===== src/rtl/sound_pkg.sv =====
// Shared types and constants for the ADSR output stage that follows the melody player.
package sound_pkg;

   typedef enum logic [2:0] {
      StIdle,
      StAttack,
      StDecay,
      StSustain,
      StRelease
   } env_state_t;

   localparam int unsigned LEVEL_BITS       = 8;
   localparam int unsigned LEVEL_MAX        = 255;
   // 1 ms envelope step at a 50 MHz system clock.
   localparam int unsigned STEP_DIV_DEFAULT = 50_000;

endpackage


===== src/rtl/sound_envelope_if.sv =====
// Player-to-envelope signal bundle: master is the melody player side, slave the envelope.
interface sound_envelope_if;
   import sound_pkg::*;

   logic                  iTONE;
   logic                  iGATE;
   logic                  oSOUND;
   logic [LEVEL_BITS-1:0] oLEVEL;
   logic                  oBUSY;

   modport master (
      output iTONE,
      output iGATE,
      input  oSOUND,
      input  oLEVEL,
      input  oBUSY
   );

   modport slave (
      input  iTONE,
      input  iGATE,
      output oSOUND,
      output oLEVEL,
      output oBUSY
   );

endinterface


===== src/rtl/sound_env_tick.sv =====
// Envelope step divider: one-cycle tick every STEP_DIV clocks (STEP_DIV >= 2).
module sound_env_tick
   import sound_pkg::*;
#(
   parameter int unsigned STEP_DIV = STEP_DIV_DEFAULT
) (
   input  logic iCLK,
   input  logic iRST,
   output logic oTICK
);

   localparam int unsigned   CntW    = $clog2(STEP_DIV);
   localparam logic [CntW-1:0] CntLast = CntW'(STEP_DIV - 1);

   logic [CntW-1:0] cnt_q, cnt_d;

   always_comb begin
      oTICK = (cnt_q == CntLast);
      cnt_d = oTICK ? '0 : cnt_q + 1'b1;
   end

   always_ff @(posedge iCLK) begin
      if (iRST) begin
         cnt_q <= '0;
      end else begin
         cnt_q <= cnt_d;
      end
   end

endmodule


===== src/rtl/sound_envelope.sv =====
// ADSR envelope applied to the player's square-wave tone through a PWM carrier.
// Define SOUND_ENVELOPE_BYPASS_EN to compile out the envelope and pass tone & gate straight through.
module sound_envelope
   import sound_pkg::*;
#(
   parameter int unsigned STEP_DIV     = STEP_DIV_DEFAULT,
   parameter int unsigned ATTACK_STEP  = 8,
   parameter int unsigned DECAY_STEP   = 2,
   parameter int unsigned SUSTAIN_LVL  = 160,
   parameter int unsigned RELEASE_STEP = 4
) (
   input logic             iCLK,
   input logic             iRST,
   sound_envelope_if.slave bus
);

   localparam logic [LEVEL_BITS-1:0] LvlMax = LEVEL_BITS'(LEVEL_MAX);

   logic tone_q, gate_q;
   logic sound_q, sound_d;

`ifdef SOUND_ENVELOPE_BYPASS_EN

   always_comb begin
      sound_d = tone_q & gate_q;
   end

   always_ff @(posedge iCLK) begin
      if (iRST) begin
         tone_q  <= 1'b0;
         gate_q  <= 1'b0;
         sound_q <= 1'b0;
      end else begin
         tone_q  <= bus.iTONE;
         gate_q  <= bus.iGATE;
         sound_q <= sound_d;
      end
   end

   assign bus.oSOUND = sound_q;
   assign bus.oLEVEL = gate_q ? LvlMax : '0;
   assign bus.oBUSY  = gate_q;

`else

   localparam int unsigned           W9     = LEVEL_BITS + 1;
   localparam logic [LEVEL_BITS-1:0] SusLvl = LEVEL_BITS'(SUSTAIN_LVL);

   logic                  tick;
   logic                  gate_qq, rise, fall;
   logic [LEVEL_BITS-1:0] level_q, level_d, pwm_cnt_q;
   logic [W9-1:0]         sum, dec, rel;
   logic                  busy_q, busy_d;
   env_state_t            state_q, state_d;

   sound_env_tick #(
      .STEP_DIV(STEP_DIV)
   ) u_tick (
      .iCLK (iCLK),
      .iRST (iRST),
      .oTICK(tick)
   );

   always_comb begin
      rise = gate_q & ~gate_qq;
      fall = ~gate_q & gate_qq;
      // 9-bit intermediates: carry/borrow bit flags saturation.
      sum  = {1'b0, level_q} + W9'(ATTACK_STEP);
      dec  = {1'b0, level_q} - W9'(DECAY_STEP);
      rel  = {1'b0, level_q} - W9'(RELEASE_STEP);

      state_d = state_q;
      level_d = level_q;
      // Gate edges take the cycle; level is kept so a retrigger does not click.
      if (rise) begin
         state_d = StAttack;
      end else if (fall) begin
         if (state_q inside {StAttack, StDecay, StSustain}) state_d = StRelease;
      end else if (tick) begin
         case (state_q)
            StAttack: begin
               if (sum >= W9'(LEVEL_MAX)) begin
                  level_d = LvlMax;
                  state_d = StDecay;
               end else begin
                  level_d = sum[LEVEL_BITS-1:0];
               end
            end
            StDecay: begin
               if (dec[LEVEL_BITS] || (dec[LEVEL_BITS-1:0] <= SusLvl)) begin
                  level_d = SusLvl;
                  state_d = StSustain;
               end else begin
                  level_d = dec[LEVEL_BITS-1:0];
               end
            end
            StRelease: begin
               if (rel[LEVEL_BITS] || (rel[LEVEL_BITS-1:0] == '0)) begin
                  level_d = '0;
                  state_d = StIdle;
               end else begin
                  level_d = rel[LEVEL_BITS-1:0];
               end
            end
            StIdle:  level_d = '0;
            default: level_d = level_q;
         endcase
      end

      sound_d = tone_q & (pwm_cnt_q < level_q);
      busy_d  = (state_d != StIdle);
   end

   always_ff @(posedge iCLK) begin
      if (iRST) begin
         tone_q    <= 1'b0;
         gate_q    <= 1'b0;
         gate_qq   <= 1'b0;
         pwm_cnt_q <= '0;
         level_q   <= '0;
         state_q   <= StIdle;
         sound_q   <= 1'b0;
         busy_q    <= 1'b0;
      end else begin
         tone_q    <= bus.iTONE;
         gate_q    <= bus.iGATE;
         gate_qq   <= gate_q;
         pwm_cnt_q <= pwm_cnt_q + 1'b1;
         level_q   <= level_d;
         state_q   <= state_d;
         sound_q   <= sound_d;
         busy_q    <= busy_d;
      end
   end

   assign bus.oSOUND = sound_q;
   assign bus.oLEVEL = level_q;
   assign bus.oBUSY  = busy_q;

`endif

endmodule

===== src/flat_wrapper.sv =====
// flat-port wrapper written by rule: the top's interface ports become plain ports
module sound_envelope_flat import sound_pkg::*;
#(
   parameter int unsigned STEP_DIV     = STEP_DIV_DEFAULT,
   parameter int unsigned ATTACK_STEP  = 8,
   parameter int unsigned DECAY_STEP   = 2,
   parameter int unsigned SUSTAIN_LVL  = 160,
   parameter int unsigned RELEASE_STEP = 4
)
  (iCLK, iRST, bus_iTONE, bus_iGATE, bus_oSOUND, bus_oLEVEL, bus_oBUSY);
  sound_envelope_if bus_i ();
  input logic iCLK;
  input logic iRST;
  input wire logic [$bits(bus_i.iTONE)-1:0] bus_iTONE;
  input wire logic [$bits(bus_i.iGATE)-1:0] bus_iGATE;
  output wire logic [$bits(bus_i.oSOUND)-1:0] bus_oSOUND;
  output wire logic [$bits(bus_i.oLEVEL)-1:0] bus_oLEVEL;
  output wire logic [$bits(bus_i.oBUSY)-1:0] bus_oBUSY;
  assign bus_i.iTONE = bus_iTONE;
  assign bus_i.iGATE = bus_iGATE;
  assign bus_oSOUND = bus_i.oSOUND;
  assign bus_oLEVEL = bus_i.oLEVEL;
  assign bus_oBUSY = bus_i.oBUSY;
  sound_envelope #(.STEP_DIV(STEP_DIV), .ATTACK_STEP(ATTACK_STEP), .DECAY_STEP(DECAY_STEP), .SUSTAIN_LVL(SUSTAIN_LVL), .RELEASE_STEP(RELEASE_STEP)) u_core (.iCLK(iCLK), .iRST(iRST), .bus(bus_i));
endmodule

===== config.mk =====
export PLATFORM = sky130hd
export DESIGN_NAME = sound_envelope_flat
export DESIGN_NICKNAME = d
export VERILOG_FILES = /design/src/rtl/sound_pkg.sv /design/src/rtl/sound_envelope_if.sv /design/src/rtl/sound_env_tick.sv /design/src/rtl/sound_envelope.sv /design/src/flat_wrapper.sv
export SDC_FILE = /design/constraint.sdc
export NUM_CORES = 1
export LEC_CHECK = 0
export ABC_AREA = 1
export CAP_MARGIN = 20
export CORE_UTILIZATION = 41
export DETAILED_ROUTE_END_ITERATION = 10
export GPL_ROUTABILITY_DRIVEN = 0
export HOLD_SLACK_MARGIN = 0.05
export PLACE_DENSITY = 0.58
export SLEW_MARGIN = 20
export SYNTH_ARGS = -nofsm -noshare
export SYNTH_HDL_FRONTEND = slang
export SYNTH_SLANG_ARGS = --single-unit

===== constraint.sdc =====
create_clock -name iCLK -period 2.33 [get_ports iCLK]
set_input_delay 0.699 -clock iCLK [delete_from_list [all_inputs] [get_ports iCLK]]
set_output_delay 0.699 -clock iCLK [all_outputs]
set_load 0.05 [all_outputs]

==> metrics.cfg, run 1 <==
[status]
status=completed

[synth]
yosysTopAreaCellShare_pct=30.2
yosysUniqueCellTypes=36
syn_inst=399
yosysWarnings=0
syn_nets=422
yosys-top-cells-area=dfxtp_1 30%, nand2_1 14%, ha_1 9.0%, inv_1 8.5%, nand3_1 5.5%
synth_top_cell_by_area=dfxtp_1
ys_ff_latch=40
syn_area_per_cell_um2=6.64
netlist_area_um2=2650
yosysSeqAreaShare_pct=30.2

[power_and_ir_drop]
peakVddDrop_mv=0.432
powerDensity_nw_per_um2=470
leakagePower_nw=1.42

[clocking]
root_buffer=clkbuf_8
cts_buffer_depth=2
clock-sinks=40
htreeDepth=2
cts_tree=done
insertion_delay_ns=0.29
cts_hold_buffers=0
numCtsBuffers=5
clkTransAtPathRegs_ns=0.08

[finish]
nets=444
area_delta_synth_final_pct=13.5
drive_gt1_share_pct=12.3
final_core_util_pct=49.6
n_antenna_cell=0

[grt]
grt_pass1_vias=2312
grt_max_degree=14
grtUsageTotal_pct=19.9
antenna_found_initial=0
grt_pass1_wl_um=10300
grt.overflow.total=0

[sta]
fmax_mhz=444
slew_viol_final=0
skew_ns=0.00573
min_period_ns=2.25
rsz0062_at_grt=false
relSlewSlack_pct=66.8
tns_ns=0
worstMarginPinSlew_ns=0.498
fin_crit_sh_pct=96.7
hold_viol_final=0
setup_viol=0
setup_ws_ns=0.0769
holdWs_ns=0.463

[critical_path]
cp.depth=1
worst-r2r-cell-count=10
r2r_slack_ns=0.37
path_class=register to primary output
critPathSlowestCell=clkdlybuf4s50_1
cp_num_buf_inv=1
r2r_end=u_core.bus.oLEVEL[6]
slowest_delay_ns=0.84
crit_arrival_ns=1.55
worstSetupEndpointType=primary output
path_max_fanout=5
critPathCapture=bus_oLEVEL[7]
path_delay_family=buffers and inverters
cp-startpoint=u_core.bus.oLEVEL[7]
crit_chain=clkdlybuf4s50_1
startpoint_type=register
critPathRequiredTime_ns=1.63
timing.rr.start=u_core.bus.oLEVEL[3]

[routing]
vias=2452
drc=0
post_drt_wl_per_cell_um=11.9
first_iter_violations=81
drt_first_pass_iters=4
wirelength_um=5910
vias_per_cell=4.93
ant_nets=0

[flow_run]
cap_violations=0

[placement]
place_ws_ns=0.241
dpl.hpwl_um=4690
port_buffers=13

[floorplan]
die_area_um2=6790
initial_utilization_pct=43.7
die_h_um=82.4
io_pins=14
die_x_um=82.4
row_count=28
core_um2=6060

[hold_path]
worstHoldStart=u_core.u_tick.cnt_q[0]
hold_class=register to register

-- cells in the final DEF, fill, tap and decap left out, types with 9 or more instances in the layout --
master   count
ha_1        19
dfxtp_1     40
nand4_1     16
nor2_2       9
o21ai_0     11
inv_1       60
nand2_1     99
a21oi_1     22
nor2_1      38
buf_4       12
nand3_1     29
-- routing by layer --
| layer | track usage [%] | wire (um) | up-vias |
|---|---|---|---|
| met5 | 0 | 0 | - |
| met4 | 6.49 | 99 | 0 |
| met3 | 3.41 | 166 | 11 |
| met2 | 33.4 | 2750 | 30 |
| met1 | 25.8 | 2900 | 1092 |
| li1 | - | - | 1319 |
-- worst reg2reg max path, stage by stage, from the launching register on --
cell and delay (ns):
dfxtp_1 0.32, inv_1 0.22, ha_1 0.33, nand2_1 0.10, xor2_1 0.23, nand2_1 0.08, nand2_1 0.12, nand3_2 0.13
o21ai_1 0.17, nand2_1 0.07, a21oi_1 0.13
-- report_power, final --
group	switching, mW	internal [mW]	total, mW
Combinational	0.0634	0.0382	0.102
Sequential	0.0100	0.698	0.708
Clock	0.254	0.350	0.604
-- timing repair --
| item | in CTS | in global routing |
|---|---|---|
| setup buffers | 0 | 0 |
| gates resized for setup | 0 | 1 |
| endpoints found under the setup margin | 0 | 1 |
-- layout make-up --
type / count / area, um2
sequential: 40 / 801
fill: 629 / 3050
tap: 75 / 93.8
timing repair buffer: 20 / 173
inverter: 67 / 251
clock inverter: 2 / 38.8
multi-input combinational: 287 / 1570
clock buffer: 6 / 82.6
-- kinds of logic after synthesis --
family	synth area share, %
xor+xnor	1.65
fa+ha+maj	8.97
compound gates	9.91
simple gates	38.6
flops	30.2
buf+inv	10.7
-- synthesized netlist by cell type, drive strengths merged --
cell     number
o2111ai       1
o21bai        2
nand4        16
and3          1
o21ai        14
xnor2         1
nand2       102
clkbuf        1
o21a          2
buf           4
xor2          4
a311oi        1
inv          67
nor3          8
nand3b        1
o211a         1
nor2         51
or2           2
a21oi        24
nor3b         2
ha           19
nand3        34
o31ai         1
dfxtp        40
-- per-stage QoR --
stage	std cells	instance area (um2)	power [mW]
floorplan	399	2650	0.797
global placement	489	2880	0.825
detailed placement	489	2880	0.826
CTS	497	3000	1.44
global route	497	3010	1.49
finish	497	3010	1.41
-- worst min-delay path by stage --
| stage | endpoint | cells past startpoint | slack (ns) |
|---|---|---|---|
| after floorplan | u_core.pwm_cnt_q[0] | 1 | 0.43 |
| after global placement | u_core.u_tick.cnt_q[0] | 1 | 0.45 |
| after detailed placement | u_core.u_tick.cnt_q[0] | 1 | 0.45 |
| after CTS | u_core.u_tick.cnt_q[0] | 1 | 0.47 |
| after global routing | u_core.gate_qq | 2 | 0.49 |
| final | u_core.u_tick.cnt_q[0] | 1 | 0.46 |
-- state kept, by name, indices dropped and copies added (netlist names) --
signal,count
u_core.gate_qq,1
u_core.bus.oBUSY,1
u_core.u_tick.cnt_q,16
u_core.gate_q,1
u_core.tone_q,1
u_core.state_q,3
u_core.pwm_cnt_q,8
u_core.bus.oSOUND,1
u_core.bus.oLEVEL,8
Power figures use the tool's default switching activity.
==> run 2: changes to the inputs <==
- CORE_MARGIN: unset -> 1.5
==> run 2 against run 1 <==
Routed wire length rose by 0.61%; sequential power barely moved; first-iteration DRC count rose by 11%; power fell by 12%; via count rose by 0.37%; global-route usage fell by 1.5 points; clock skew rose by 0.0057 ns; utilization fell by 2.8 points; setup slack improved by 0.0050 ns; clock-buffer cell count did not move; maximum frequency rose by 0.22%; critical path type unchanged.
==> metrics.cfg, run 2 (synthesis gave the netlist of run 1 again) <==
[grt]
grt.overflow.total=0
grt_pass1_vias=2315
grt_pass1_wl_um=10600
antenna_found_initial=0
grtUsageTotal_pct=18.4
grt_max_degree=13

[critical_path]
critPathCapture=bus_oLEVEL[7]
path_delay_family=buffers and inverters
path_class=register to primary output
critPathSlowestCell=clkdlybuf4s50_1
startpoint_type=register
worstSetupEndpointType=primary output
worst-r2r-cell-count=10
cp.depth=1
cp-startpoint=u_core.bus.oLEVEL[7]
slowest_delay_ns=0.83
critPathRequiredTime_ns=1.63
crit_arrival_ns=1.55
r2r_end=u_core.bus.oLEVEL[6]
r2r_slack_ns=0.32
path_max_fanout=5
cp_num_buf_inv=1
timing.rr.start=u_core.bus.oLEVEL[2]
crit_chain=clkdlybuf4s50_1

[sta]
setup_viol=0
slew_viol_final=0
tns_ns=0
hold_viol_final=0
worstMarginPinSlew_ns=0.506
fmax_mhz=445
skew_ns=0.0114
setup_ws_ns=0.0818
fin_crit_sh_pct=96.5
min_period_ns=2.25
rsz0062_at_grt=false
relSlewSlack_pct=66.1

[routing]
vias_per_cell=4.95
vias=2461
drt_first_pass_iters=4
drc=0
wirelength_um=5940
post_drt_wl_per_cell_um=12.0
ant_nets=0
first_iter_violations=90

[clocking]
post_cts_buffers=0
insertion_delay_ns=0.29
cts_buffer_depth=2
clkTransAtPathRegs_ns=0.08
cts_resized=0
clock-sinks=40
cts_hold_buffers=0
cts_tree=done
htreeDepth=2
numCtsBuffers=5
root_buffer=clkbuf_8

[floorplan]
die_area_um2=6950
core_um2=6310
io_pins=14
die_x_um=83.4
die_h_um=83.4
initial_utilization_pct=42.0
row_count=29

[finish]
final_common_cell=nand2_1
largest_reg_flops=16
n_antenna_cell=0
area_delta_synth_final_pct=11.5
drive_gt1_share_pct=11.7
final_cell_mix=99 x nand2_1, 60 x inv_1, 40 x dfxtp_1, 38 x nor2_1, 29 x nand3_1
n_fill_cell=686
nets=443
regMostFlops=u_core.u_tick.cnt_q

[placement]
dpl.hpwl_um=4670
port_buffers=13
place_ws_ns=0.243

[power_and_ir_drop]
leakagePower_nw=1.38
peakVddDrop_mv=0.258
powerDensity_nw_per_um2=423

[flow_run]
cap_violations=0

[status]
status=completed

[hold_path]
hold_class=register to register

[run 2: power breakdown]
part	internal (mW)	leakage [nW]	switching, mW
Clock	0.204	0.0410	0.234
Combinational	0.0386	1.01	0.0641
Sequential	0.698	0.325	0.0101
Total	0.941	1.38	0.309
[run 2: layout make-up]
type                            count  area [um2]  share of cell area [%]
Clock buffer                        6        72.6                    2.46
Clock inverter                      1        5.00                   0.169
Inverter                           67         251                    8.51
Multi-Input combinational cell    287        1570                    53.0
Sequential cell                    40         801                    27.1
Tap cell                           77        96.3                    3.26
Timing Repair Buffer               19         163                    5.50
[run 2: metal layers]
layer  track usage (%)  routed length (um)  up-vias
li1                  -                   -     1321
met1              26.1                3100     1120
met2              29.0                2710       18
met3              2.49                  96        2
met4              5.76                  29        0
met5                 0                   0        -
[run 2: through the flow]
stage	util (%)	total power, mW	instance area (um2)	hold WS [ns]	instances
6_report	46.8	1.25	2960	0.470	497
5_1_grt	46.8	1.32	2960	0.492	497
4_1_cts	46.8	1.28	2960	0.475	497
3_5_place_dp	45.6	0.828	2880	0.458	490
3_3_place_gp	45.6	0.826	2880	0.452	490
2_1_floorplan	-	0.797	2650	0.427	399
[run 2: worst min-delay path by stage]
stage / depth (start not counted) / slack, ns / to / start
2_1_floorplan: 1 / 0.43 / u_core.pwm_cnt_q[0] / u_core.pwm_cnt_q[0]
3_3_place_gp: 1 / 0.45 / u_core.pwm_cnt_q[0] / u_core.pwm_cnt_q[0]
3_5_place_dp: 1 / 0.46 / u_core.u_tick.cnt_q[0] / u_core.u_tick.cnt_q[0]
4_1_cts: 1 / 0.47 / u_core.u_tick.cnt_q[0] / u_core.u_tick.cnt_q[0]
5_1_grt: 1 / 0.49 / u_core.u_tick.cnt_q[0] / u_core.u_tick.cnt_q[0]
6_report: 1 / 0.47 / u_core.u_tick.cnt_q[0] / u_core.u_tick.cnt_q[0]
